`src/rtl/loop_count_stack.sv`:
```
`default_nettype none
// +-----------------------------------------------------------------------+
// | loop_count_stack                                                      |
// | LIFO of saturating down-counters holding nested loop iteration counts |
// | Revision: 1.0                                                         |
// +-----------------------------------------------------------------------+
module loop_count_stack #(
   parameter int WIDTH = 16,
   parameter int DEPTH = 4,
   parameter int PTR_W = 3
) (
   input  logic             clk,
   input  logic             reset,
   input  logic             load,
   input  logic [WIDTH-1:0] load_val,
   input  logic             dec,
   input  logic             pop,
   input  logic             err_clr,
   output logic [WIDTH-1:0] count,
   output logic             zero,
   output logic [PTR_W-1:0] depth,
   output logic             full,
   output logic             empty,
   output logic             err
);

   localparam int IDX_W = $clog2(DEPTH);

   logic [WIDTH-1:0] stack_q [DEPTH];
   logic [WIDTH-1:0] stack_d [DEPTH];
   logic [PTR_W-1:0] depth_q, depth_d;
   logic             err_q, err_d;
   logic             w_err_event;
   logic [IDX_W-1:0] w_top_idx;
   logic [IDX_W-1:0] w_push_idx;
   logic             w_full, w_empty;
   logic [WIDTH-1:0] w_top;

   // Index arithmetic wraps mod DEPTH; it is only used when the stack is non-empty.
   assign w_push_idx = depth_q[IDX_W-1:0];
   assign w_top_idx  = depth_q[IDX_W-1:0] - IDX_W'(1);
   assign w_full     = (depth_q == PTR_W'(DEPTH));
   assign w_empty    = (depth_q == '0);
   assign w_top      = stack_q[w_top_idx];

   always_comb begin
      stack_d     = stack_q;
      depth_d     = depth_q;
      w_err_event = 1'b0;
      if (load && pop) begin
         if (w_empty) begin
            stack_d[0] = load_val;
            depth_d    = PTR_W'(1);
         end else begin
            stack_d[w_top_idx] = load_val;
         end
      end else if (load) begin
         if (w_full) begin
            w_err_event = 1'b1;
         end else begin
            stack_d[w_push_idx] = load_val;
            depth_d             = depth_q + PTR_W'(1);
         end
      end else if (pop) begin
         if (w_empty) begin
            w_err_event = 1'b1;
         end else begin
            depth_d = depth_q - PTR_W'(1);
         end
      end else if (dec) begin
         // Counts saturate at zero rather than wrapping.
         if (w_empty || (w_top == '0)) begin
            w_err_event = 1'b1;
         end else begin
            stack_d[w_top_idx] = w_top - WIDTH'(1);
         end
      end
      err_d = w_err_event | (err_q & ~err_clr);
   end

   always_ff @(posedge clk) begin
      if (reset) begin
         for (int i = 0; i < DEPTH; i++) begin
            stack_q[i] <= '0;
         end
         depth_q <= '0;
         err_q   <= 1'b0;
      end else begin
         for (int i = 0; i < DEPTH; i++) begin
            stack_q[i] <= stack_d[i];
         end
         depth_q <= depth_d;
         err_q   <= err_d;
      end
   end

   assign count = w_empty ? '0 : w_top;
   assign zero  = !w_empty && (w_top == '0);
   assign depth = depth_q;
   assign full  = w_full;
   assign empty = w_empty;
   assign err   = err_q;

endmodule
`default_nettype wire

```
`config.mk`:
```
export PLATFORM = sky130hd
export DESIGN_NAME = loop_count_stack
export DESIGN_NICKNAME = d
export VERILOG_FILES = /design/src/rtl/loop_count_stack.sv
export SDC_FILE = /design/constraint.sdc
export NUM_CORES = 1
export LEC_CHECK = 0
export ABC_AREA = 0
export BUFFER_PORTS_ARGS = -buffer_cell sky130_fd_sc_hd__buf_4
export CORE_ASPECT_RATIO = 1.5
export CORE_MARGIN = 10
export CORE_UTILIZATION = 50
export DETAILED_ROUTE_END_ITERATION = 10
export PLACE_DENSITY = 0.69
export SLEW_MARGIN = 20
export SYNTH_ARGS = -nofsm -noshare
export SYNTH_HDL_FRONTEND = slang
export SYNTH_SLANG_ARGS = --single-unit
```
`constraint.sdc`:
```
create_clock -name clk -period 6.4 [get_ports clk]
set_clock_uncertainty 0.15 [all_clocks]
set_input_delay 0.96 -clock clk [delete_from_list [all_inputs] [get_ports clk]]
set_output_delay 0.96 -clock clk [all_outputs]
set_load 0.1 [all_outputs]
```
==> flow_summary_export.csv <==
group,metric,value,unit
timing,fmax,217,MHz
setup_path,crit_end,"zero",
setup_path,crit_start,"depth[1]$_SDFFE_PP0P_",
finish,syn_to_final_growth,14.3,%
setup_path,crit-reg2reg-launch,"depth[1]$_SDFFE_PP0P_",
yosys,synth_top_family_by_area,"compound AO/OA/AOI/OAI gates",
min_path,min_path_type,"flip-flop to flip-flop",
yosys,synth-xor-area-share,3.30,%
place,hpwl,8830,um
die,die_h,134,um
timing,tightest_slew,0.917,ns
yosys,ys_seq_elements,68,
setup_path,end_kind,"output pin",
finish,finalNonFillerCells,620,
yosys,synth_area,0.00435,mm2
clock_tree,clk_pin_slew,0.06,ns
finish,mostFrequentLayoutCell,"nor2_1",
power,p_seq_share,22.8,%
place,dp_cells,603,
setup_path,crit_type,"flip-flop to output pin",
clock_tree,clk_path_buf_depth,2,
timing,rsz0062_at_grt,"no",
power,vdd_drop_max,0.440,mV
power,p_sw,1.18,mW
yosys,synth_seq_area_share,31.3,%
setup_path,worst-r2r-cell-count,11,
routing,routed_wirelength,13100,um
yosys,ys.flop_type,"dfxtp_1",
power,pwr-share-clk,19.0,%
yosys,synth.distinct_cells,53,
power,p_leak,1.74,nW
routing,drtPass1Iterations,6,
finish,seq_area,0.00136,mm2
grt,grt_pass1_wl,21100,um
die,die_w,96.2,um
clock_tree,postCtsSetupRepairBufs,0,
setup_path,worstPathMaxFanout,16,
timing,drv_slew,0,
grt,grt_pass1_vias,4122,
finish,drive_gt1_share,22.6,%
clock_tree,cts_max_level,3,
flow_run,cap_violations,0,
yosys,postSynthAreaPerCell,8.89,um2
setup_path,cp-start-kind,"flip-flop",
setup_path,r2r_slack,2.26,ns
yosys,yosys.area_share.simple,21.7,%
grt,antenna_found_initial,0,
clock_tree,cts_num_sinks,68,
routing,wl_per_cell,21.1,um
die,design.core.area,0.00846,mm2
grt,grt_max_degree,69,
timing,hold_viol,0,
timing,min_period_over_period,72.1,%
clock_tree,ctsRootBufferMaster,"clkbuf_16",
power,combPwrFrac,58.2,%
power,p_per_area,497,mW/mm2
die,die-area,0.0129,mm2
clock_tree,cts_tree,"done",
finish,final_cell_mix,"88 x nor2_1, 68 x dfxtp_1, 49 x buf_4",
yosys,yosysWarnings,0,
place,place_congestion,0.876,
yosys,synth_edf_count,0,
routing,antenna_left,0,
place,io_buffers,44,
finish,nFillCells,785,
power,swShare,47.6,%
yosys,synthMuxAreaShare,9.20,%
yosys,syn_inst,490,
timing,final.setup.tns,0,ns
yosys,synth_nets,521,
routing,routed_via_density,6.57,
timing,slew_headroom,38.8,%
setup_path,cp_data_arrival_time,3.51,ns
yosys,synthArstFlopShare,0,%
die,initial_core_util,51.4,%
die,rows,41,
die,io_pins,45,
grt,grt_usage,20.9,%
run_status,status,"finished, final reports clean",
setup_path,cp_data_required_time,5.29,ns
routing,drt_iter0_markers,331,
power,internal_power,1.30,mW
clock_tree,cts_made_buffers,9,
timing,setup_viol,0,
routing,drc,0,
finish,multi_input_area,0.00278,mm2
clock_tree,worst_skew_pair.late_latency,0.34,ns
clock_tree,cts_resized,0,
yosys,synthAdderAreaFrac,2.99,%
grt,grt_overflow,0,
clock_tree,ctsHoldBuffers,0,
routing,num_vias,4076,
finish,n_antenna_cell,0,
setup_path,r2r-end,"stack_q[11]$_SDFFE_PP0P_",
finish,fin_nets,539,
yosys,synth_compound_area_share,26.0,%
timing,post-route-min-period,4.62,ns
## sequential cells by signal (all words and copies together) (netlist names)
register	cells
err	1
depth	3
stack_q	64
## Yosys cell counts (2+ instances only)
master	number	area, um2
and2_1	19	119
a211oi_2	10	125
a211oi_1	46	345
a221oi_1	3	26.3
dfxtp_1	68	1360
nor3_1	13	65.1
buf_1	7	26.3
nand2_1	12	45.0
a21oi_1	16	80.1
xor2_1	2	17.5
nand3_1	4	20.0
mux4_2	16	360
o22ai_1	3	18.8
a31oi_1	4	25.0
a41oi_1	2	17.5
a22oi_1	34	255
o21a_1	2	15.0
nor4_4	2	42.5
xnor2_1	7	61.3
nor4_1	4	25.0
xnor2_2	4	65.1
nor2b_1	9	56.3
a2bb2oi_1	8	70.1
buf_6	4	45.0
nand4b_1	2	17.5
inv_1	7	26.3
o211ai_1	2	15.0
o221a_2	6	67.6
nand3b_1	4	30.0
ha_1	8	100
nor2_1	88	330
nor3b_1	2	15.0
nor3_2	5	50.1
nand2b_1	9	56.3
mux2i_1	4	40.0
clkbuf_1	20	75.1
nand4_1	4	25.0
o21ai_0	4	20.0
buf_2	12	60.1
## stage by stage
stage                     power, mW  setup WS [ns]  cell area [um2]  util, %  hold slack [ns]
after floorplan                1.70          0.732             4350        -            0.319
after global placement         1.96           2.11             4660     55.1            0.332
after detailed placement       1.99           2.09             4680     55.3            0.340
after CTS                      2.46           1.81             4960     58.6            0.348
after global routing           2.62           1.56             4980     58.8            0.363
final                          2.47           1.78             4980     58.8            0.348
## metal layers
metal  track usage, %  routed length (um)  vias to the layer above
li1                 -                   -                     1889
met3             5.47                 802                       51
met5                0                   0                        -
met4             12.5                 636                        0
met1             24.4                5200                     1982
met2             32.9                6420                      154
## logic make-up (layout without fill, tap and decap cells)
family                   Yosys count  after routing
XOR/XNOR                          13             13
buffers and inverters             51             74
AO/OA/AOI/OAI                    145            145
flip-flops                        68             68
multiplexers                      20             20
adder cells (fa/ha/maj)           10             10
AND/OR/NAND/NOR                  183            183
## layout make-up
type                       instances  share of cell area [%]
multi-input combinational        371                    55.8
sequential                        68                    27.3
timing repair buffer              51                    7.99
tap                              107                    2.69
inverter                           7                   0.528
clock inverter                     4                   0.478
clock buffer                      12                    5.15
## critical path: stages (launching register included)
cell and delay [ns]:
dfxtp_1 0.41, inv_1 0.14, ha_1 0.88, mux4_2 0.48, nor4_4 0.55, nand4_1 0.25
nor2_1 0.15, buf_4 0.30
## worst min path at each step
stage                              from                       end  slack [ns]  cells past startpoint
2_1_floorplan  stack_q[16]$_SDFFE_PP0P_  stack_q[16]$_SDFFE_PP0P_        0.32                      2
3_3_place_gp   stack_q[27]$_SDFFE_PP0P_  stack_q[27]$_SDFFE_PP0P_        0.33                      2
3_5_place_dp   stack_q[17]$_SDFFE_PP0P_  stack_q[17]$_SDFFE_PP0P_        0.34                      2
4_1_cts        stack_q[17]$_SDFFE_PP0P_  stack_q[17]$_SDFFE_PP0P_        0.35                      2
5_1_grt        stack_q[33]$_SDFFE_PP0P_  stack_q[33]$_SDFFE_PP0P_        0.36                      2
6_report       stack_q[49]$_SDFFE_PP0P_  stack_q[49]$_SDFFE_PP0P_        0.35                      2
## power groups by stage
stage	registers (mW)	clock network, mW	logic, mW
finish	0.564	0.471	1.44
global route	0.571	0.494	1.56
CTS	0.563	0.474	1.43
detailed placement	0.571	0	1.42
global placement	0.569	0	1.39
floorplan	0.590	0	1.11
No activity file was read; power rests on OpenSTA's default activity.
